==> src/rtl/pwm_fade_ctrl_pkg.sv <==
// Shared types and constants for the PWM fade controller slice.
// DUTY_MAX and PERIOD_CYCLES describe the 4-bit PWM generator this block drives.
package pwm_ctrl_pkg;

    localparam int DUTY_W_DEF    = 4;
    localparam int RATE_W_DEF    = 8;
    localparam int PERIOD_CYCLES = 1 << DUTY_W_DEF;

    localparam logic [DUTY_W_DEF-1:0] DUTY_MAX = {DUTY_W_DEF{1'b1}};

    typedef enum logic [1:0] {
        IDLE    = 2'd0,
        RAMP    = 2'd1,
        BR_UP   = 2'd2,
        BR_DOWN = 2'd3
    } fade_state_t;

endpackage

==> src/rtl/pwm_fade_ctrl_if.sv <==
// Fade command channel: valid/ready handshake carrying target, rate and mode.
interface pwm_fade_ctrl_if #(
    parameter int DUTY_W = pwm_ctrl_pkg::DUTY_W_DEF,
    parameter int RATE_W = pwm_ctrl_pkg::RATE_W_DEF
);
    logic              cmd_valid;
    logic              cmd_ready;
    logic [DUTY_W-1:0] cmd_target;
    logic [RATE_W-1:0] cmd_rate;
    logic              cmd_breathe;

    modport master (
        output cmd_valid, cmd_target, cmd_rate, cmd_breathe,
        input  cmd_ready
    );

    modport slave (
        input  cmd_valid, cmd_target, cmd_rate, cmd_breathe,
        output cmd_ready
    );

endinterface

==> src/rtl/pwm_step_timer.sv <==
// Phase counter mirroring the PWM counter, plus a divider that turns every
// max(rate,1) period boundaries into one step event.
module pwm_step_timer #(
    parameter int PERIOD_CYCLES = pwm_ctrl_pkg::PERIOD_CYCLES,
    parameter int RATE_W        = pwm_ctrl_pkg::RATE_W_DEF
) (
    input  logic              clk,
    input  logic              rst,
    input  logic [RATE_W-1:0] rate,
    input  logic              clr,
    output logic              period_end,
    output logic              step
);

    localparam int PH_W = (PERIOD_CYCLES > 1) ? $clog2(PERIOD_CYCLES) : 1;
    localparam logic [PH_W-1:0] PH_LAST = PH_W'(PERIOD_CYCLES - 1);

    logic [PH_W-1:0]   phase;
    logic [RATE_W-1:0] div;
    logic [RATE_W-1:0] div_last;

    // Rate 0 counts as rate 1 here; the jump behaviour is decided by the FSM.
    assign div_last   = (rate == '0) ? '0 : rate - 1'b1;
    assign period_end = (phase == PH_LAST);
    assign step       = period_end && !clr && (div == div_last);

    always_ff @(posedge clk) begin
        if (rst) begin
            phase <= '0;
            div   <= '0;
        end else begin
            phase <= period_end ? '0 : phase + 1'b1;
            if (clr || step)
                div <= '0;
            else if (period_end)
                div <= div + 1'b1;
        end
    end

endmodule

==> src/rtl/pwm_fade_ctrl.sv <==
// Fade sequencer for the PWM duty input: one-shot ramps and breathe sweeps,
// with duty updates confined to PWM period boundaries.
module pwm_fade_ctrl #(
    parameter int DUTY_W        = pwm_ctrl_pkg::DUTY_W_DEF,
    parameter int PERIOD_CYCLES = pwm_ctrl_pkg::PERIOD_CYCLES,
    parameter int RATE_W        = pwm_ctrl_pkg::RATE_W_DEF
) (
    input  logic              clk,
    input  logic              rst,
    pwm_fade_ctrl_if.slave    cmd,
    output logic [DUTY_W-1:0] duty_out,
    output logic              period_end,
    output logic              busy,
    output logic              done
);

    import pwm_ctrl_pkg::*;

    localparam logic [DUTY_W-1:0] D_MAX = {DUTY_W{1'b1}};

    fade_state_t       state;
    fade_state_t       state_nxt;
    logic [DUTY_W-1:0] target_q;
    logic [RATE_W-1:0] rate_q;
    logic [DUTY_W-1:0] duty_nxt;
    logic [DUTY_W-1:0] duty_up;
    logic [DUTY_W-1:0] duty_dn;
    logic              done_nxt;
    logic              accept;
    logic              step;

    assign cmd.cmd_ready = (state != RAMP);
    assign accept        = cmd.cmd_valid && cmd.cmd_ready;
    assign busy          = (state != IDLE);

    // The divider uses the latched rate; an accept clears it and masks the step.
    pwm_step_timer #(
        .PERIOD_CYCLES (PERIOD_CYCLES),
        .RATE_W        (RATE_W)
    ) u_timer (
        .clk        (clk),
        .rst        (rst),
        .rate       (rate_q),
        .clr        (accept),
        .period_end (period_end),
        .step       (step)
    );

    assign duty_up = (duty_out == D_MAX) ? duty_out : duty_out + 1'b1;
    assign duty_dn = (duty_out == '0)    ? duty_out : duty_out - 1'b1;

    always_comb begin
        state_nxt = state;
        duty_nxt  = duty_out;
        done_nxt  = 1'b0;
        if (accept) begin
            state_nxt = cmd.cmd_breathe ? BR_UP : RAMP;
        end else if (step) begin
            case (state)
                RAMP: begin
                    if (rate_q == '0)
                        duty_nxt = target_q;
                    else if (duty_out < target_q)
                        duty_nxt = duty_up;
                    else if (duty_out > target_q)
                        duty_nxt = duty_dn;
                    if (duty_nxt == target_q) begin
                        state_nxt = IDLE;
                        done_nxt  = 1'b1;
                    end
                end
                // Entering above the peak walks down to it before sweeping.
                BR_UP: begin
                    if (duty_out < target_q)
                        duty_nxt = duty_up;
                    else if (duty_out > target_q)
                        duty_nxt = duty_dn;
                    if (duty_nxt == target_q)
                        state_nxt = BR_DOWN;
                end
                BR_DOWN: begin
                    duty_nxt = duty_dn;
                    if (duty_nxt == '0)
                        state_nxt = BR_UP;
                end
                default: ;
            endcase
        end
    end

    always_ff @(posedge clk) begin
        if (rst) begin
            state    <= IDLE;
            duty_out <= '0;
            done     <= 1'b0;
            target_q <= '0;
            rate_q   <= '0;
        end else begin
            state    <= state_nxt;
            duty_out <= duty_nxt;
            done     <= done_nxt;
            if (accept) begin
                target_q <= cmd.cmd_target;
                rate_q   <= cmd.cmd_rate;
            end
        end
    end

endmodule

==> src/flat_wrapper.sv <==
// flat-port wrapper written by rule: the top's interface ports become plain ports
module pwm_fade_ctrl_flat import pwm_ctrl_pkg::*;
#(
    parameter int DUTY_W        = pwm_ctrl_pkg::DUTY_W_DEF,
    parameter int PERIOD_CYCLES = pwm_ctrl_pkg::PERIOD_CYCLES,
    parameter int RATE_W        = pwm_ctrl_pkg::RATE_W_DEF
)
  (clk, rst, duty_out, period_end, busy, done, cmd_cmd_valid, cmd_cmd_target, cmd_cmd_rate, cmd_cmd_breathe, cmd_cmd_ready);
  pwm_fade_ctrl_if #(.DUTY_W(DUTY_W), .RATE_W(RATE_W)) cmd_i ();
  input  logic clk;
  input  logic rst;
  output logic [DUTY_W-1:0] duty_out;
  output logic period_end;
  output logic busy;
  output logic done;
  input wire logic [$bits(cmd_i.cmd_valid)-1:0] cmd_cmd_valid;
  input wire logic [$bits(cmd_i.cmd_target)-1:0] cmd_cmd_target;
  input wire logic [$bits(cmd_i.cmd_rate)-1:0] cmd_cmd_rate;
  input wire logic [$bits(cmd_i.cmd_breathe)-1:0] cmd_cmd_breathe;
  output wire logic [$bits(cmd_i.cmd_ready)-1:0] cmd_cmd_ready;
  assign cmd_i.cmd_valid = cmd_cmd_valid;
  assign cmd_i.cmd_target = cmd_cmd_target;
  assign cmd_i.cmd_rate = cmd_cmd_rate;
  assign cmd_i.cmd_breathe = cmd_cmd_breathe;
  assign cmd_cmd_ready = cmd_i.cmd_ready;
  pwm_fade_ctrl #(.DUTY_W(DUTY_W), .PERIOD_CYCLES(PERIOD_CYCLES), .RATE_W(RATE_W)) u_core (.clk(clk), .rst(rst), .cmd(cmd_i), .duty_out(duty_out), .period_end(period_end), .busy(busy), .done(done));
endmodule
==> config.mk <==
export PLATFORM = sky130hd
export DESIGN_NAME = pwm_fade_ctrl_flat
export DESIGN_NICKNAME = d
export VERILOG_FILES = /design/src/rtl/pwm_fade_ctrl_pkg.sv /design/src/rtl/pwm_fade_ctrl_if.sv /design/src/rtl/pwm_step_timer.sv /design/src/rtl/pwm_fade_ctrl.sv /design/src/flat_wrapper.sv
export SDC_FILE = /design/constraint.sdc
export NUM_CORES = 1
export LEC_CHECK = 0
export ABC_AREA = 1
export CELL_PAD_IN_SITES_DETAIL_PLACEMENT = 2
export CELL_PAD_IN_SITES_GLOBAL_PLACEMENT = 2
export CORE_ASPECT_RATIO = 1.5
export CORE_UTILIZATION = 33
export CTS_CLUSTER_DIAMETER = 200
export DETAILED_ROUTE_END_ITERATION = 12
export PLACE_DENSITY = 0.91
export SLEW_MARGIN = 20
export SYNTH_ARGS = -nofsm -noshare
export SYNTH_HDL_FRONTEND = slang
export SYNTH_SLANG_ARGS = --single-unit
==> constraint.sdc <==
create_clock -name clk -period 5.05 [get_ports clk]
set_input_delay 1.01 -clock clk [delete_from_list [all_inputs] [get_ports clk]]
set_output_delay 1.01 -clock clk [all_outputs]
set_load 0.1 [all_outputs]
# Word level (Yosys, flattened, before mapping)
# Index checks and enable logic that the tools add are counted.
[totals]
regBits = 31
input_bits = 16
out_inout_bits = 8
wordCells = 67
[op_classes]
bitwise_logic = 3
n_addsub = 5
n_eq_ne = 12
mux = 21
magnitude_cmp = 2
reduce_logical = 17
[ops]
columns = ["op", "n"]
rows = [
  ["4-bit 2-to-1 mux", 11],
  ["2-bit 2-to-1 mux", 6],
  ["4-bit case mux with 3 select lines", 1],
  ["3-bit by 2-bit != test with 1-bit output, second input constant", 3],
  ["4-bit by 1-bit adder with 4-bit output, second input constant", 2],
  ["8-bit by 1-bit adder with 8-bit output, second input constant", 1],
  ["4-bit equality test", 2],
  ["4-bit equality test, second input constant", 2],
  ["8-bit equality test", 1],
  ["4-bit logical NOT", 2],
  ["8-bit logical NOT", 1],
  ["8-bit 2-to-1 mux", 1],
  ["8-bit by 1-bit subtractor with 8-bit output, second input constant", 1],
  ["2-bit case mux with 3 select lines", 1],
  ["5-bit AND reduction", 1],
  ["2-bit equality test, second input constant", 2],
  ["4-bit > comparator", 1],
  ["4-bit < comparator", 1],
  ["2-bit nonzero test", 2],
  ["4-bit nonzero test", 1],
  ["2-bit OR reduction", 2],
  ["4-bit OR reduction", 1],
  ["4-bit by 1-bit subtractor with 4-bit output, second input constant", 1],
  ["1-bit logical AND", 3],
  ["other kinds (8)", 10],
]

# Depth between registers and ports, before layout
# Gate-level depths: netlist (run 1).
[depth]
depth_word = 13
mapped_depth = 19
depth_no_buf = 19

# Cells and area by module
# From an unflattened synthesis (run 1), not the netlist that was laid out.
[unflattened]
hier_cells = 356
hier_area_um2 = 2257.2
[by_module_without_submodules]
columns = ["mod", "area_per_inst_um2", "instances", "cells_per_inst", "seq_area_each_um2"]
rows = [
  ["pwm_fade_ctrl", 1363.8, 1, 211, 380.4],
  ["pwm_step_timer", 893.4, 1, 145, 240.2],
]

# Worst setup path after synthesis (run 1)
# Ideal clock, no wire load.
[synth_path]
path_kind = "register -> register"
startpoint = "reg u_core.duty_out[0]"
endpoint = "reg u_core.state[0]"
arrival_time_ps = 2627
required_ps = 4937
setup_ps = 113
setup_slack_ps = 2310
n_path_buf = 0
period_less_slack_ps = 2740
path_stages_with_launch = 16
path_cell_list = "dfxtp_1 -> inv_1 -> ha_1 -> nand2_1 -> nor2_1 -> inv_1 -> nand3_1 -> nand3_1 -> nand3b_1 -> nand2_1 -> nor2_1 -> nand2_1 -> nand2_1 -> nor2_1 -> nor2_1 -> nor2_1"
[synth_via]
elab_chain_cells = 11
elab_cells_between_ends = 24
classes_between = "add/sub (2); order compare (2); eq/ne (6); mux (11); reduce/logical (3)"
[synth_lines]
columns = ["element", "line_no", "text"]
rows = [
  ["from (decl)", "pwm_fade_ctrl.sv:11", "output logic [DUTY_W-1:0] duty_out,"],
  ["from (signal assigned)", "pwm_fade_ctrl.sv:100", "duty_out <= duty_nxt;"],
  ["4-bit by 1-bit subtractor with 4-bit output or 4-bit logical NOT (tied branches)", "pwm_fade_ctrl.sv:50", "assign duty_dn = (duty_out == '0) ? duty_out : duty_out - 1'b1;"],
  ["4-bit 2-to-1 mux", "pwm_fade_ctrl.sv:50", ""],
  ["4-bit 2-to-1 mux", "pwm_fade_ctrl.sv:65, pwm_fade_ctrl.sv:76", ""],
  ["4-bit 2-to-1 mux", "pwm_fade_ctrl.sv:63", "else if (duty_out < target_q)"],
  ["4-bit 2-to-1 mux", "pwm_fade_ctrl.sv:61", "if (rate_q == '0)"],
  ["4-bit 2-to-1 mux", "pwm_fade_ctrl.sv:59", "case (state)"],
  ["4-bit 2-to-1 mux", "pwm_fade_ctrl.sv:58", "end else if (step) begin"],
  ["4-bit 2-to-1 mux", "pwm_fade_ctrl.sv:56", "if (accept) begin"],
  ["4-bit equality test", "pwm_fade_ctrl.sv:67", "if (duty_nxt == target_q) begin"],
  ["3-bit by 2-bit != test with 1-bit output (no source line)", "n/a", ""],
  ["5-bit AND reduction (no source line) *", "n/a", ""],
  ["to (signal assigned)", "pwm_fade_ctrl.sv:99", "state <= state_nxt;"],
  ["to (decl)", "pwm_fade_ctrl.sv:21", "fade_state_t state;"],
]
# Mark *: on every way between the ends. The rest lies on a longest branch, timed or not. The select of a mux whose other input is x is not followed.
# A chain may end at the register's enable or synchronous reset.

# Worst setup path in the final report (run 1)
[layout_path]
startpoint = "reg u_core.u_timer.phase[0]"
endpoint = "out period_end"
[layout_via]
elab_chain_cells = 1
[layout_lines]
columns = ["element", "line_no", "text"]
rows = [
  ["from (decl)", "pwm_step_timer.sv:18", "logic [PH_W-1:0] phase;"],
  ["from (signal assigned)", "pwm_step_timer.sv:32", "phase <= period_end ? '0 : phase + 1'b1;"],
  ["4-bit equality test", "pwm_step_timer.sv:24", "assign period_end = (phase == PH_LAST);"],
  ["to (decl)", "flat_wrapper.sv:13", "output logic period_end;"],
]
# No other way between the ends.

==> results of run 1 <==
area by class of cell:
class                   instances  area, µm²  share of cell area [%]
multi-input cells             254       1330                    51.9
well taps                      74       92.6                    3.61
flip-flops and latches         31        621                    24.2
repair buffers                 23        230                    8.97
clock inverters                 2       35.0                    1.36
clock buffers                   6       82.6                    3.22
inverters                      46        173                    6.73
metal layers:
layer	share of wire [%]	vias to the layer above
met1	36	1134
li1	-	1142
met3	1.5	7
met2	61	22
met5	0	-
met4	1.6	0
power by group through the flow:
stage / Combinational, mW / Clock (mW) / Sequential [mW]
6_report: 0.232 / 0.267 / 0.270
4_1_cts: 0.237 / 0.271 / 0.270
3_5_place_dp: 0.231 / 0 / 0.275
5_1_grt: 0.261 / 0.279 / 0.272
2_1_floorplan: 0.169 / 0 / 0.272
3_3_place_gp: 0.221 / 0 / 0.274
metrics by stage:
stage	worst slack, ps	std cells	area [µm²]	hold slack [ps]
final	1490	436	2570	463
after global routing	1350	436	2570	486
after CTS	1460	436	2570	463
after detailed placement	1790	428	2450	452
after global placement	1880	428	2450	429
after floorplan	2310	336	2160	418
how the worst max path moves through the flow:
stage | end | slack [ps] | depth (start not counted)
floorplan | u_core.state[0] | 2310 | 15
global placement | period_end | 1880 | 4
detailed placement | period_end | 1790 | 4
CTS | period_end | 1460 | 4
global route | period_end | 1350 | 4
finish | period_end | 1490 | 4
worst register-to-register path: stages, from the launching register on:
cell and delay [ps]:
dfxtp_1 480, inv_1 190, ha_1 310, o21ai_0 340, nand2_1 150, nand3_1 120, nand2_1 120, nand2_1 90
nand2_1 50, nor2_1 110, nand2_1 100, nand2_1 110, nor2_1 50, nor2_1 110, nor2_1 60
registers in the layout, summed over array words and instances, names as in the netlist:
signal and flops:
u_core.done 1, u_core.state 2, u_core.u_timer.phase 4, u_core.rate_q 8
u_core.u_timer.div 8, u_core.target_q 4, u_core.duty_out 4
cell usage after synthesis, types with 2 or more instances:
master,number
o221ai_1,3
nor2_4,3
inv_2,2
inv_1,43
a21oi_1,17
nand2_1,88
nand3_2,2
clkbuf_1,2
buf_2,2
nor3_1,7
nand3_1,34
xor2_1,8
nand4_1,8
nand2_2,2
dfxtp_1,31
ha_1,10
nor4_1,2
nor2_1,39
o21ai_0,21
nand2_4,2
logic make-up (layout without fill, tap and decap cells):
logic type	after synthesis	in the layout
fa+ha+maj	10	10
xor+xnor	9	9
simple gates	190	190
flops	31	31
buf+inv	51	77
compound gates	45	45
==> qor.log, run 1 <==
qor: setup_path.worstReg2RegEnd u_core.state[0]
qor: synth.netlist_top_cells_area dfxtp_1, nand2_1, nand3_1
qor: pwr.clock_power_share 34.7%
qor: clock_tree.cts_sinks 31
qor: setup_path.max_stage_delay 1160 ps
qor: layout.layout_commonest_cell nand2_1
qor: synth.synth-simple-area-share 40.9%
qor: global_route.grt_pass1_wl 12.1 mm
qor: global_route.grtUsageTotal 24.2%
qor: pwr.power_switching 0.278 mW
qor: synth.synth.ff_latch_count 31
qor: clock_tree.clock_tree_from_tritoncts yes
qor: clock_tree.cts-hold-fix-buffers 0
qor: synth.synth_compound_area_share 11.5%
qor: sta.clock-skew-final 11.7 ps
qor: clock_tree.clk_latency 310 ps
qor: pwr.power.share.sequential 35.1%
qor: pwr.power 0.769 mW
qor: global_route.number_of_global_route_vias_before_repair 2,570
qor: synth.largest_family_of_logic_cells_by_synthesized_area simple AND/OR/NAND/NOR gates
qor: drt.number_of_drc_violations_after_detailed_routing_iteration_0 34
qor: setup_path.worstPathArrival 2550 ps
qor: setup_path.timing.critical_path.buf_inv 2
qor: synth.syn-num-nets 362
qor: global_route.grt.overflow.total 0
qor: synth.post_synth.cell_area_avg 6.42 µm²
qor: pwr.ir_drop 0.190 mV
qor: global_route.top_usage_layer met2
qor: floorplan.total_die_area 6870 µm²
qor: clock_tree.cts_resized 0
qor: floorplan.pin_count 24
qor: setup_path.cpLargestDelayFamily buffers and inverters
qor: floorplan.fp.dieH 101 µm
qor: global_route.grt_util_met2 50.2%
qor: drt.number_of_iterations_in_the_first_detailed_routing_pass 4
qor: setup_path.worst_setup_path_category reg2out
qor: sta.timing.final.crit_share 70.5%
qor: sta.timing_hold_violations_final 0
qor: setup_path.timing.critical_path.from_type flop
qor: global_route.grt_antenna_before_repair 0
qor: global_route.grt_use_met3 3.39%
qor: sta.relSlewSlack 35.3%
qor: setup_path.critical_path.endpoint_type primary output
qor: sta.maxClockFrequency 281 MHz
qor: global_route.grt_util_met1 22.0%
qor: synth.synth_edf_count 0
qor: drt.drc_errors_left 0
qor: synth.dominantRegCellSynth dfxtp_1
qor: pwr.power.share.switching 36.1%
qor: synth.synth_xor_xnor_area_share 3.66%
qor: synth.adder_cell_share_of_the_synthesized_area 5.80%
qor: synth.async_reset_ff_share 0%
qor: run.maxCapViolations 0
qor: sta.grt_setup_unrepaired false
qor: drt.num_vias 2,305
qor: layout.design.final.nets 387
qor: clock_tree.post_cts_setup_repair_buffer_count 0
qor: setup_path.timing.critical_path.fanout_max 8
qor: placed_design.dp.final_hpwl 5.81 mm
qor: pwr.p_int 0.491 mW
qor: pwr.cellPowerDensity 299 nW/µm²
qor: run_status.status finished, final reports clean
qor: drt.viasPerCell 5.29
qor: pwr.leak_pwr 1.16 nW
qor: floorplan.fp.coreArea 6220 µm²
qor: floorplan.die_w 68.0 µm
qor: drt.detail_route.wl_per_cell 16.9 µm
qor: pwr.combinationalPowerShare 30.2%
qor: drt.totalWireLength 7.37 mm
qor: setup_path.cpMaxStageDelayCell clkdlybuf4s50_1
qor: setup_path.launch_instance_of_the_worst_register_to_register_path u_core.duty_out[0]
qor: hold_path.min_delay_path_depth 1
qor: drt.drt.antenna.violating_nets 0
qor: layout.fin_util 41.3%
qor: clock_tree.cts.htree.levels 2
qor: synth.synth-warning-count 0
qor: synth.muxShareOfSynthArea 0%
qor: setup_path.crit_start u_core.u_timer.phase[0]
qor: clock_tree.clk_transition_reported_paths 70 ps
qor: sta.report.final.setup_viol 0
qor: setup_path.r2r_cells 14
qor: layout.antenna-diode-count 0
qor: clock_tree.clock_tree.buffer_depth 2
qor: hold_path.hold_path.class reg2reg
qor: sta.timing.final.max_slew_violations 0
qor: synth.netlist.area_leader.share 28.8%
qor: floorplan.start_util 34.7%
qor: setup_path.flop2flop_setup_slack 2580 ps
qor: synth.syn_area 2160 µm²
qor: sta.worstMarginPinSlew 968 ps
qor: synth.synth_instances 336
qor: clock_tree.root_buffer_master clkbuf_8
qor: layout.final_cell_mix nand2_1, inv_1, nor2_1
qor: synth.yosys.area.top_type dfxtp_1
qor: placed_design.placement.io_buffers 23
qor: setup_path.critical_path.cell_chain ha_1 > nand3_1 > inv_1 > clkdlybuf4s50_1
qor: setup_path.crit_required 4040 ps
qor: floorplan.rows 35
qor: hold_path.min_to u_core.u_timer.phase[0]
qor: global_route.maximum_number_of_pins_on_one_net_before_global_route_repair 29
qor: clock_tree.cts_inserted_buffers 5
qor: layout.syn2layout_area_growth 19.1%
qor: layout.drive_above_1_share 6.08%
qor: synth.yosysUniqueCellTypes 30
qor: layout.filler_cell_count 765
qor: sta.sum_neg_setup_slack 0 ps
qor: sta.finalCriticalPeriod 3560 ps
qor: placed_design.gp_congestion 0.780
qor: synth.yosysSeqAreaShare 28.8%
qor: hold_path.hold_path_startpoint u_core.u_timer.phase[0]
No activity file was read; power rests on OpenSTA's default activity.
==> inputs of run 2 (changes only) <==
- CORE_UTILIZATION: 33 -> 27
- PLACE_DENSITY: 0.91 -> 0.8
- clock period: 5.05 -> 2.9 ns (I/O delays scaled with it)
==> qor.log, run 2 (same netlist as run 1, synthesis figures left out) <==
qor: sta.final.setup.worst_slack 542 ps [-948 ps]
qor: layout.final_cell_mix nand2_1, inv_1, nor2_1
qor: layout.layout.area.seq 621 µm² [unchanged]
qor: pwr.ir_drop 0.221 mV [+16%]
qor: sta.clock-skew-final 6.79 ps [-4.92 ps]
qor: sta.report.final.setup_viol 0 [unchanged]
qor: sta.timing.final.crit_share 81.3%
qor: clock_tree.post_cts_setup_repair_buffer_count 0 [unchanged]
qor: sta.timing.final.max_slew_violations 0 [unchanged]
qor: setup_path.flop2flop_setup_slack 540 ps [-2040 ps]
qor: pwr.leak_pwr 1.21 nW [+4.4%]
qor: sta.relSlewSlack 70.6% [+35 points]
qor: floorplan.pin_count 24 [unchanged]
qor: floorplan.fp.coreArea 7660 µm² [+23%]
qor: placed_design.placement.io_buffers 23 [unchanged]
qor: global_route.grt_pass1_wl 12.2 mm [+0.28%]
qor: floorplan.rows 39 [+11%]
qor: drt.totalWireLength 7.39 mm [+0.19%]
qor: layout.layout_commonest_cell nand2_1
qor: pwr.cellPowerDensity 530 nW/µm² [+77%]
qor: sta.timing_hold_violations_final 0 [unchanged]
qor: setup_path.timing.critical_path.fanout_max 25 [+17]
qor: drt.viasPerCell 4.91 [-7.2%]
qor: placed_design.dpl_worst_slack 390 ps [-1400 ps]
qor: drt.number_of_iterations_in_the_first_detailed_routing_pass 4 [unchanged]
qor: floorplan.total_die_area 8350 µm² [+22%]
qor: sta.sum_neg_setup_slack 0 ps [unchanged]
qor: clock_tree.clock_tree_from_tritoncts yes
qor: setup_path.max_stage_delay 320 ps [-840 ps]
qor: setup_path.worst_setup_path_category reg2reg
qor: drt.drt.antenna.violating_nets 0 [unchanged]
qor: setup_path.critical_path.endpoint_type flop
qor: layout.filler_cell_count 954 [+25%]
qor: hold_path.min_to u_core.u_timer.phase[0]
qor: drt.drc_errors_left 0 [unchanged]
qor: clock_tree.root_buffer_master clkbuf_16
qor: setup_path.r2r_cells 13 [-1]
qor: hold_path.min_delay_path_depth 1 [unchanged]
qor: sta.grt_setup_unrepaired false
qor: setup_path.crit_required 3090 ps [-950 ps]
qor: setup_path.timing.critical_path.from_type flop
qor: layout.final_area 2650 µm² [+3.1%]
qor: hold_path.hold_path_startpoint u_core.u_timer.phase[0]
qor: drt.num_vias 2,296 [-0.39%]
qor: global_route.grtUsageTotal 19.6% [-4.7 points]
qor: clock_tree.cts_sinks 31 [unchanged]
qor: clock_tree.clk_transition_reported_paths 50 ps [-20 ps]
qor: sta.hold_ws 455 ps [-8.03 ps]
qor: global_route.number_of_global_route_vias_before_repair 2,563 [-0.27%]
qor: sta.finalCriticalPeriod 2360 ps
qor: run.maxCapViolations 0 [unchanged]
qor: sta.worstMarginPinSlew 437 ps [-531 ps]
qor: sta.maxClockFrequency 424 MHz
qor: layout.multiInputGateArea 1330 µm² [unchanged]
qor: layout.largest_registers u_core.rate_q: 8 flops, u_core.u_timer.div: 8 flops
qor: setup_path.worstPathArrival 2550 ps [about the same]
qor: setup_path.cpMaxStageDelayCell nand3_1
qor: clock_tree.cts_inserted_buffers 5 [unchanged]
qor: placed_design.gp_congestion 0.769 [-1.4%]
qor: global_route.grt.overflow.total 0 [unchanged]
qor: drt.detail_route.wl_per_cell 15.8 µm [-6.7%]
qor: setup_path.worst_path_most_repeated_cell nand2_1
qor: floorplan.fp.dieH 111 µm [+10%]
qor: layout.antenna-diode-count 0 [unchanged]
qor: drt.number_of_drc_violations_after_detailed_routing_iteration_0 52 [+53%]
qor: clock_tree.cts_resized 0 [unchanged]
qor: clock_tree.clock_tree.buffer_depth 2 [unchanged]
qor: global_route.grt_antenna_before_repair 0 [unchanged]
qor: global_route.maximum_number_of_pins_on_one_net_before_global_route_repair 26 [-10%]
qor: setup_path.critical_path.cell_chain inv_1 > ha_1 > nor3b_4 > nand2_4 > nand2_1 > nand2_1 > nand2_1 > nor2_1 > nand2_1 > nor2_4 > nand2_2 > nand3_1 > a211oi_2
qor: setup_path.crit_start u_core.rate_q[0]
qor: setup_path.worstReg2RegEnd u_core.u_timer.div[1]
qor: floorplan.die_w 75.0 µm [+10%]
qor: clock_tree.clk_latency 280 ps [-30 ps]
qor: layout.design.final.nets 392 [+1.3%]
qor: placed_design.dp.final_hpwl 5.86 mm [+0.78%]
qor: placed_design.place_area 2500 µm² [+2.1%]
qor: floorplan.start_util 28.1% [-6.5 points]
qor: clock_tree.cts.htree.levels 2 [unchanged]
qor: run_status.status finished, final reports clean
qor: layout.drive_above_1_share 9.29% [+3.2 points]
qor: setup_path.launch_instance_of_the_worst_register_to_register_path u_core.rate_q[0]
qor: hold_path.hold_path.class reg2reg
qor: layout.syn2layout_area_growth 22.8%
qor: clock_tree.cts-hold-fix-buffers 0 [unchanged]
[run 2: how the worst max path moves through the flow]
stage,end,cells after the start
floorplan,u_core.state[0],15
global placement,u_core.u_timer.div[1],11
detailed placement,u_core.u_timer.div[1],11
CTS,u_core.u_timer.div[1],13
global route,u_core.done,13
finish,u_core.u_timer.div[1],13
[run 2: layout make-up]
| class | instances | area share [%] |
|---|---|---|
| tap | 102 | 4.82 |
| sequential | 31 | 23.5 |
| timing repair buffer | 28 | 9.36 |
| multi-input combinational | 254 | 50.4 |
| clock inverter | 1 | 0.189 |
| clock buffer | 6 | 5.25 |
| inverter | 46 | 6.52 |
[run 2: metal layers]
| layer | up-vias | global-route usage, % | wire length [µm] |
|---|---|---|---|
| li1 | 1149 | - | - |
| met1 | 1096 | 17.7 | 2600 |
| met2 | 35 | 38.7 | 4380 |
| met3 | 16 | 3.44 | 182 |
| met4 | 0 | 10.1 | 221 |
| met5 | - | 0 | 0 |
[run 2: stage by stage]
stage          total power, mW  cells  utilization (%)
3_3_place_gp             0.866    461             32.7
5_1_grt                   1.48    468             34.5
6_report                  1.40    468             34.5
4_1_cts                   1.42    468             34.5
3_5_place_dp             0.883    461             32.7
2_1_floorplan            0.767    336                -
[run 2: power breakdown]
part | switching [mW] | internal (mW)
sequential | 0.0212 | 0.449
clock | 0.193 | 0.335
combinational | 0.274 | 0.130
[run 2: critical path, delay by kind of cell (launching register included)]
kind,cells,cell delay [ps]
AND/OR/NAND/NOR,10,1330
AO/OA/AOI/OAI,1,270
flip-flops,1,300
buffers and inverters,1,180
adder cells (fa/ha/maj),1,180
